**src/rtl/uart_prog_loader.sv**
```systemverilog
// UART program loader: parses SYNC/LEN/DATA/CSUM frames from a byte stream
// and writes little-endian 32-bit words into instruction memory while holding
// the CPU in reset.
module uart_prog_loader #(
   parameter int unsigned ADDR_W      = 8,
   parameter int unsigned TIMEOUT_CYC = 100000
) (
   input  logic              clk_i,
   input  logic              rst_ni,
   input  logic [7:0]        rx_data_i,
   input  logic              rx_valid_i,
   output logic              imem_we_o,
   output logic [ADDR_W-1:0] imem_addr_o,
   output logic [31:0]       imem_wdata_o,
   output logic              cpu_hold_o,
   output logic              load_done_o,
   output logic              load_err_o
);

   localparam logic [7:0]  SyncByte = 8'hA5;
   localparam int unsigned TmoW     = $clog2(TIMEOUT_CYC + 1);

   typedef enum logic [2:0] {StIdle, StLen, StData, StCsum, StDone, StErr} state_e;

   state_e            state_q, state_d;
   logic [7:0]        len_q, len_d;
   logic [7:0]        word_cnt_q, word_cnt_d;
   logic [1:0]        byte_idx_q, byte_idx_d;
   logic [7:0]        csum_q, csum_d;
   logic [23:0]       shift_q, shift_d;
   logic [ADDR_W-1:0] addr_q, addr_d;
   logic              we_q, we_d;
   logic [31:0]       wdata_q, wdata_d;
   logic [TmoW-1:0]   tmo_q, tmo_d;
   logic              hold_q, hold_d;
   logic              done_q, done_d;
   logic              err_q, err_d;

   // Frame parser, word assembly and inter-byte timeout
   always_comb begin
      state_d    = state_q;
      len_d      = len_q;
      word_cnt_d = word_cnt_q;
      byte_idx_d = byte_idx_q;
      csum_d     = csum_q;
      shift_d    = shift_q;
      addr_d     = addr_q;
      we_d       = 1'b0;
      wdata_d    = wdata_q;
      tmo_d      = tmo_q;
      hold_d     = hold_q;
      done_d     = done_q;
      err_d      = err_q;

      // Address advances the cycle after each write strobe
      if (we_q) begin
         addr_d = addr_q + 1'b1;
      end

      unique case (state_q)
         StIdle, StDone, StErr: begin
            if (rx_valid_i && rx_data_i == SyncByte) begin
               state_d    = StLen;
               hold_d     = 1'b1;
               done_d     = 1'b0;
               err_d      = 1'b0;
               addr_d     = '0;
               word_cnt_d = '0;
               byte_idx_d = '0;
               csum_d     = '0;
               tmo_d      = '0;
            end
         end
         StLen, StData, StCsum: begin
            if (rx_valid_i) begin
               tmo_d = '0;
               if (state_q == StLen) begin
                  len_d   = rx_data_i;
                  state_d = (rx_data_i != 8'd0) ? StData : StCsum;
               end else if (state_q == StData) begin
                  csum_d     = csum_q + rx_data_i;
                  byte_idx_d = byte_idx_q + 2'd1;
                  unique case (byte_idx_q)
                     2'd0: shift_d[7:0]   = rx_data_i;
                     2'd1: shift_d[15:8]  = rx_data_i;
                     2'd2: shift_d[23:16] = rx_data_i;
                     default: begin
                        we_d       = 1'b1;
                        wdata_d    = {rx_data_i, shift_q};
                        word_cnt_d = word_cnt_q + 8'd1;
                        if (8'(word_cnt_q + 8'd1) == len_q) begin
                           state_d = StCsum;
                        end
                     end
                  endcase
               end else begin
                  if (rx_data_i == csum_q) begin
                     state_d = StDone;
                     hold_d  = 1'b0;
                     done_d  = 1'b1;
                  end else begin
                     state_d = StErr;
                     err_d   = 1'b1;
                  end
               end
            end else if (tmo_q == TmoW'(TIMEOUT_CYC - 1)) begin
               state_d = StErr;
               err_d   = 1'b1;
               tmo_d   = '0;
            end else begin
               tmo_d = tmo_q + 1'b1;
            end
         end
         default: state_d = StIdle;
      endcase
   end

   // State and datapath registers
   always_ff @(posedge clk_i or negedge rst_ni) begin
      if (!rst_ni) begin
         state_q    <= StIdle;
         len_q      <= '0;
         word_cnt_q <= '0;
         byte_idx_q <= '0;
         csum_q     <= '0;
         shift_q    <= '0;
         addr_q     <= '0;
         we_q       <= 1'b0;
         wdata_q    <= '0;
         tmo_q      <= '0;
         hold_q     <= 1'b1;
         done_q     <= 1'b0;
         err_q      <= 1'b0;
      end else begin
         state_q    <= state_d;
         len_q      <= len_d;
         word_cnt_q <= word_cnt_d;
         byte_idx_q <= byte_idx_d;
         csum_q     <= csum_d;
         shift_q    <= shift_d;
         addr_q     <= addr_d;
         we_q       <= we_d;
         wdata_q    <= wdata_d;
         tmo_q      <= tmo_d;
         hold_q     <= hold_d;
         done_q     <= done_d;
         err_q      <= err_d;
      end
   end

   assign imem_we_o    = we_q;
   assign imem_addr_o  = addr_q;
   assign imem_wdata_o = wdata_q;
   assign cpu_hold_o   = hold_q;
   assign load_done_o  = done_q;
   assign load_err_o   = err_q;

endmodule

```
**config.mk**
```make
export PLATFORM = sky130hd
export DESIGN_NAME = uart_prog_loader
export DESIGN_NICKNAME = d
export VERILOG_FILES = /design/src/rtl/uart_prog_loader.sv
export SDC_FILE = /design/constraint.sdc
export NUM_CORES = 1
export LEC_CHECK = 0
export CAP_MARGIN = 0
export CORE_MARGIN = 5
export CORE_UTILIZATION = 25
export CTS_CLUSTER_SIZE = 14
export DETAILED_ROUTE_END_ITERATION = 16
export HOLD_SLACK_MARGIN = 0.08
export PLACE_DENSITY = 0.42
export RECOVER_POWER = 25
export SYNTH_ARGS = -nofsm -noshare
export SYNTH_HDL_FRONTEND = slang
export SYNTH_SLANG_ARGS = --single-unit
```
**constraint.sdc**
```tcl
create_clock -name clk_i -period 2.8 [get_ports clk_i]
set_clock_uncertainty 0.2 [all_clocks]
set_input_delay 0.56 -clock clk_i [delete_from_list [all_inputs] [get_ports clk_i]]
set_output_delay 0.56 -clock clk_i [all_outputs]
set_load 0.005 [all_outputs]
```
---- After elaboration in Yosys (flattened, before gate mapping) ----
Index checks and enable logic that the tools add are counted.
cells by class
  add/subtract/negate cells ............... 5
  equality and inequality tests ........... 24
  multiplexer cells ....................... 55
  bitwise logic cells ..................... 2
  reduce and logical (&&, ||, !) cells .... 19
operators with widths
  cell                                                 count
  2-to-1 mux 8 bit                                     11
  2-to-1 mux 17 bit                                    3
  case mux 17 bit (2 select lines)                     1
  case mux 8 bit (2 select lines)                      2
  AND reduction 5 bit                                  5
  2-to-1 mux 1 bit                                     22
  2-to-1 mux 3 bit                                     7
  AND reduction 6 bit                                  3
  adder 17 x 1 -> 17 bit, second input constant        1
  equality test 17 bit, second input constant          1
  adder 8 x 1 -> 8 bit, second input constant          2
  equality test 8 bit                                  2
  != test 2 bit, second input constant                 7
  != test 3 bit, second input constant                 4
  != test 5 bit, second input constant                 2
  OR reduction 3 bit                                   3
  adder 8 bit                                          1
  equality test 8 bit, second input constant           1
  2-to-1 mux 2 bit                                     4
  nonzero test 8 bit                                   1
  equality test 3 x 2 -> 1 bit, second input constant  2
  equality test 3 bit, second input constant           2
  case mux 1 bit (2 select lines)                      3
  case mux 3 bit (2 select lines)                      1
  other kinds (13)                                     14
storage, ports and cells
  register bits after elaboration ......... 114
  output and inout port bits .............. 44
  word-level logic and storage cells ...... 120

---- Logic depth before layout (Yosys ltp) ----
  depth after elaboration ................. 8
  depth in mapped cells ................... 9

---- Least setup slack after synthesis ----
OpenSTA, ideal clock, no wires.
  path kind ............................... input port to flip-flop
  start ................................... input rx_data_i[0]
  end ..................................... register csum_q[6]
  setup time .............................. 0.122 ns
  data arrival time ....................... 1.986 ns
  required time ........................... 2.478 ns
  setup slack ............................. 0.492 ns
  cell stages on the path ................. 9
  path through ............................ ha_1 inv_1 fa_1 nor2b_1 o21ai_1 a21boi_0 o21a_1 or3_1 a32o_1
between the ends
  longest elaborated chain between the ends .. 5
ends and longest elaborated chain
  item                             RTL line  source
  start: declaration               10        input logic [7:0] rx_data_i,
  adder 8 bit                      81        csum_d = csum_q + rx_data_i;
  2-to-1 mux 8 bit                 80        end else if (state_q == StData) begin
  2-to-1 mux 8 bit                 77        if (state_q == StLen) begin
  2-to-1 mux 8 bit                 75        if (rx_valid_i) begin
  case mux 8 bit (2 select lines)  60        unique case (state_q)
  end signal: assignment           139       csum_q <= csum_d;
  end: declaration                 29        logic [7:0] csum_q, csum_d;
Parallel ways exist; a longest one is shown, timed or not. The select of a mux whose other input is x is not followed.
A chain may end at the register's enable or synchronous reset.

---- Final worst setup path ----
Same ends and word-level chain as after synthesis.

==> run metrics <==
outcome finished, final reports clean; std cell rows 54; Initial DRT Pass Iterations 4; RSZ-0062 raised after global routing no; n_diodes 0; worst-margin pin slew 1.462 ns; syn_nets 552; ratio of cells with drive above 1 in the final layout 0.1857; DR iter-0 viols approximately 150; Filler cells around 2200; Seq cells post-synth 114; pins over their slew limit 0; clock transition at the registers of the reported paths 0.06 ns; Worst VDD drop approximately 400 uV; area leader, netlist dfrtp_1; IO Pins 55; via count around 4200; Root Driver clkbuf_16; # clock sinks roughly 110; synth warn 0; final setup fails 0; Setup WS post-layout 0.2331 ns; area grow syn2layout 29.98%; Floorplan Core Area 21690 sq um; pwr/cell area 667.3 nW/um^2; min-delay worst type register to register; Post-synth EDFFs 0; post-DP HPWL 9570 um; gr ovfl total 0; Post-Place Setup Slack -0.2057 ns; die height between 150 and 200 um; Final Instance Area 7091 sq um; syn avg cell area 10.37 sq um; Mapped Area 5455 sq um; number of CTS-inserted buffers 17; Inst Count DP 877; post-CTS setup buffer count 0; routed length per placed instance 14.94 um; Worst setup EP type register; fin cells about 900; drt total wl ~14000 um; critical path data arrival time approximately 2.7 ns; CP Max Fanout 2; fin crit share 0.9168; post_cts resized 0; largest net degree at the start of global routing just over 60; max_cap viols 0; Final ANT Viol Nets 0; Mapped Cells about 530; post-synth cell types 55; Final Power between 0.004 and 0.005 W; first-pass GRT wire length 22220 um; Max Freq 389.6 MHz; min Tclk post-route about 2.6 ns; Final Net Count 643; DP Area 6539 sq um; chip width roughly 160 um; CTS max path bufs 2; die footprint ~25000 sq um; CTS tree built; vias in the first global route 4207; slew margin rel. 0.02549; GPL Wtd Cong 0.7882; Seq/Total Area, Yosys 0.5232; Pleak 3.217 nW; DRC viols 0; initial core utilization 0.2515; H-tree depth 4; worst skew pair latency roughly 0.41 ns; antenna violations before repair 0; top_reg_cell synth dfrtp_1; async set-reset flop share out of synthesis 1.000; top cell type's share of synthesized area 0.5183; PortBufs 54; WS Path Type input port to register; Hold Vio Cnt, Final 0; Crit path required time 2.90 ns; top post-synthesis cells by area dfrtp_1 52%, mux2_2 7.8%, nand2_1 7.6%, ha_1 3.2%, o21ai_0 3.2%; via/cell ratio ~4.6; gr usage total 0.1149; CP Launch Type input port
-- critical path, stage by stage --
cell and delay [ns]:
clkdlybuf4s50_1 0.52, ha_1 0.20, inv_1 0.06, fa_1 0.38, nor2b_1 0.12, o21ai_1 0.08
a21boi_0 0.27, o21a_1 0.16, o21ai_0 0.07, a32o_1 0.26
-- power by group --
group	switching (W)	internal (W)
Clock	0.000814	0.00116
Combinational	0.000405	0.000407
Sequential	0.000149	0.00179
Total	0.00137	0.00336
-- metal layers --
metal	global-route usage	vias to the layer above	routed length, um
li1	-	2029	-
met3	0.03116	14	422
met1	0.1545	2054	6627
met4	0.03851	0	193
met5	0	-	0
met2	0.1796	66	6349
-- state kept, by name (all words and copies together) (netlist names) --
register	count
word_cnt_q	8
imem_wdata_o	32
cpu_hold_o	1
imem_addr_o	8
byte_idx_q	2
shift_q	24
state_q	3
load_err_o	1
len_q	8
tmo_q	17
imem_we_o	1
load_done_o	1
csum_q	8
-- repair_timing --
item | 4_1_cts | 5_1_grt
setup endpoints to repair | 0 | 0
hold buffers | 1 | 0
endpoints found under the hold margin | 24 | 0
-- cells by family (layout without fill, tap and decap cells) --
kind of cell | Yosys count | after routing | share of synthesized area
adders and majority gates | 15 | 15 | 0.03578
DFF | 114 | 114 | 0.5232
and+or+nand+nor | 195 | 195 | 0.1647
xor gates and xnor gates | 20 | 20 | 0.03211
muxes | 41 | 41 | 0.08395
AOI/OAI and AO/OA | 102 | 102 | 0.1239
buffers and inverters | 39 | 143 | 0.03647
-- path summary, 6_finish.rpt --
check,startpoint,to,slack [ns],depth (start not counted)
max,rx_data_i[0],csum_q[6],0.23,10
min,shift_q[15],imem_wdata_o[15],0.27,2
max reg2reg,state_q[1],shift_q[4],0.55,5
min reg2reg,shift_q[15],imem_wdata_o[15],0.27,2
max in group asynchronous,rst_ni,byte_idx_q[1],0.42,3
min in group asynchronous,rst_ni,imem_wdata_o[21],0.86,2
-- Yosys cell counts, drive strengths merged (3+ instances only) --
cell type,n
a21oi,10
a22o,9
a31oi,5
a41oi,3
and3,5
buf,14
clkbuf,8
dfrtp,113
ha,14
inv,17
mux2,38
mux2i,3
nand2,112
nand2b,3
nand3,18
nand4,5
nor2,26
nor2b,6
nor3,5
nor4,6
o21ai,42
o31ai,9
o41ai,10
xnor2,12
xor2,8
-- area by class of cell --
class / count / area (sq um) / share of cell area
tap: 280 / 350.3 / 0.04941
sequential: 114 / 2854 / 0.4025
timing repair buffer: 94 / 874.6 / 0.1233
multi-input combinational: 373 / 2402 / 0.3388
clock inverter: 13 / 102.6 / 0.01447
clock buffer: 19 / 442.9 / 0.06247
inverter: 17 / 63.81 / 0.008999
-- cells in the final DEF (no fill, tap or decap), drive strengths merged, types with 6 or more instances in the layout --
| cell type | n |
|---|---|
| nor2 | 26 |
| ha | 14 |
| xor2 | 8 |
| clkdlybuf4s50 | 53 |
| nand2 | 112 |
| o31ai | 9 |
| a21oi | 10 |
| xnor2 | 12 |
| nor2b | 6 |
| nor4 | 6 |
| o21ai | 42 |
| clkinv | 6 |
| inv | 21 |
| o41ai | 10 |
| dfrtp | 113 |
| clkbuf | 20 |
| buf | 39 |
| mux2 | 38 |
| nand3 | 18 |
| a22o | 9 |
-- metrics by stage --
step                  util  hold slack (ns)  TNS [ns]
floorplan                -          0.06441         0
global route        0.3269           0.3058         0
finish              0.3269           0.2661         0
detailed placement  0.3015           0.2591   -0.8428
global placement    0.3015           0.2579   -0.4634
CTS                 0.3271           0.2706         0
Note: power is estimated with default switching activity, not from simulation.
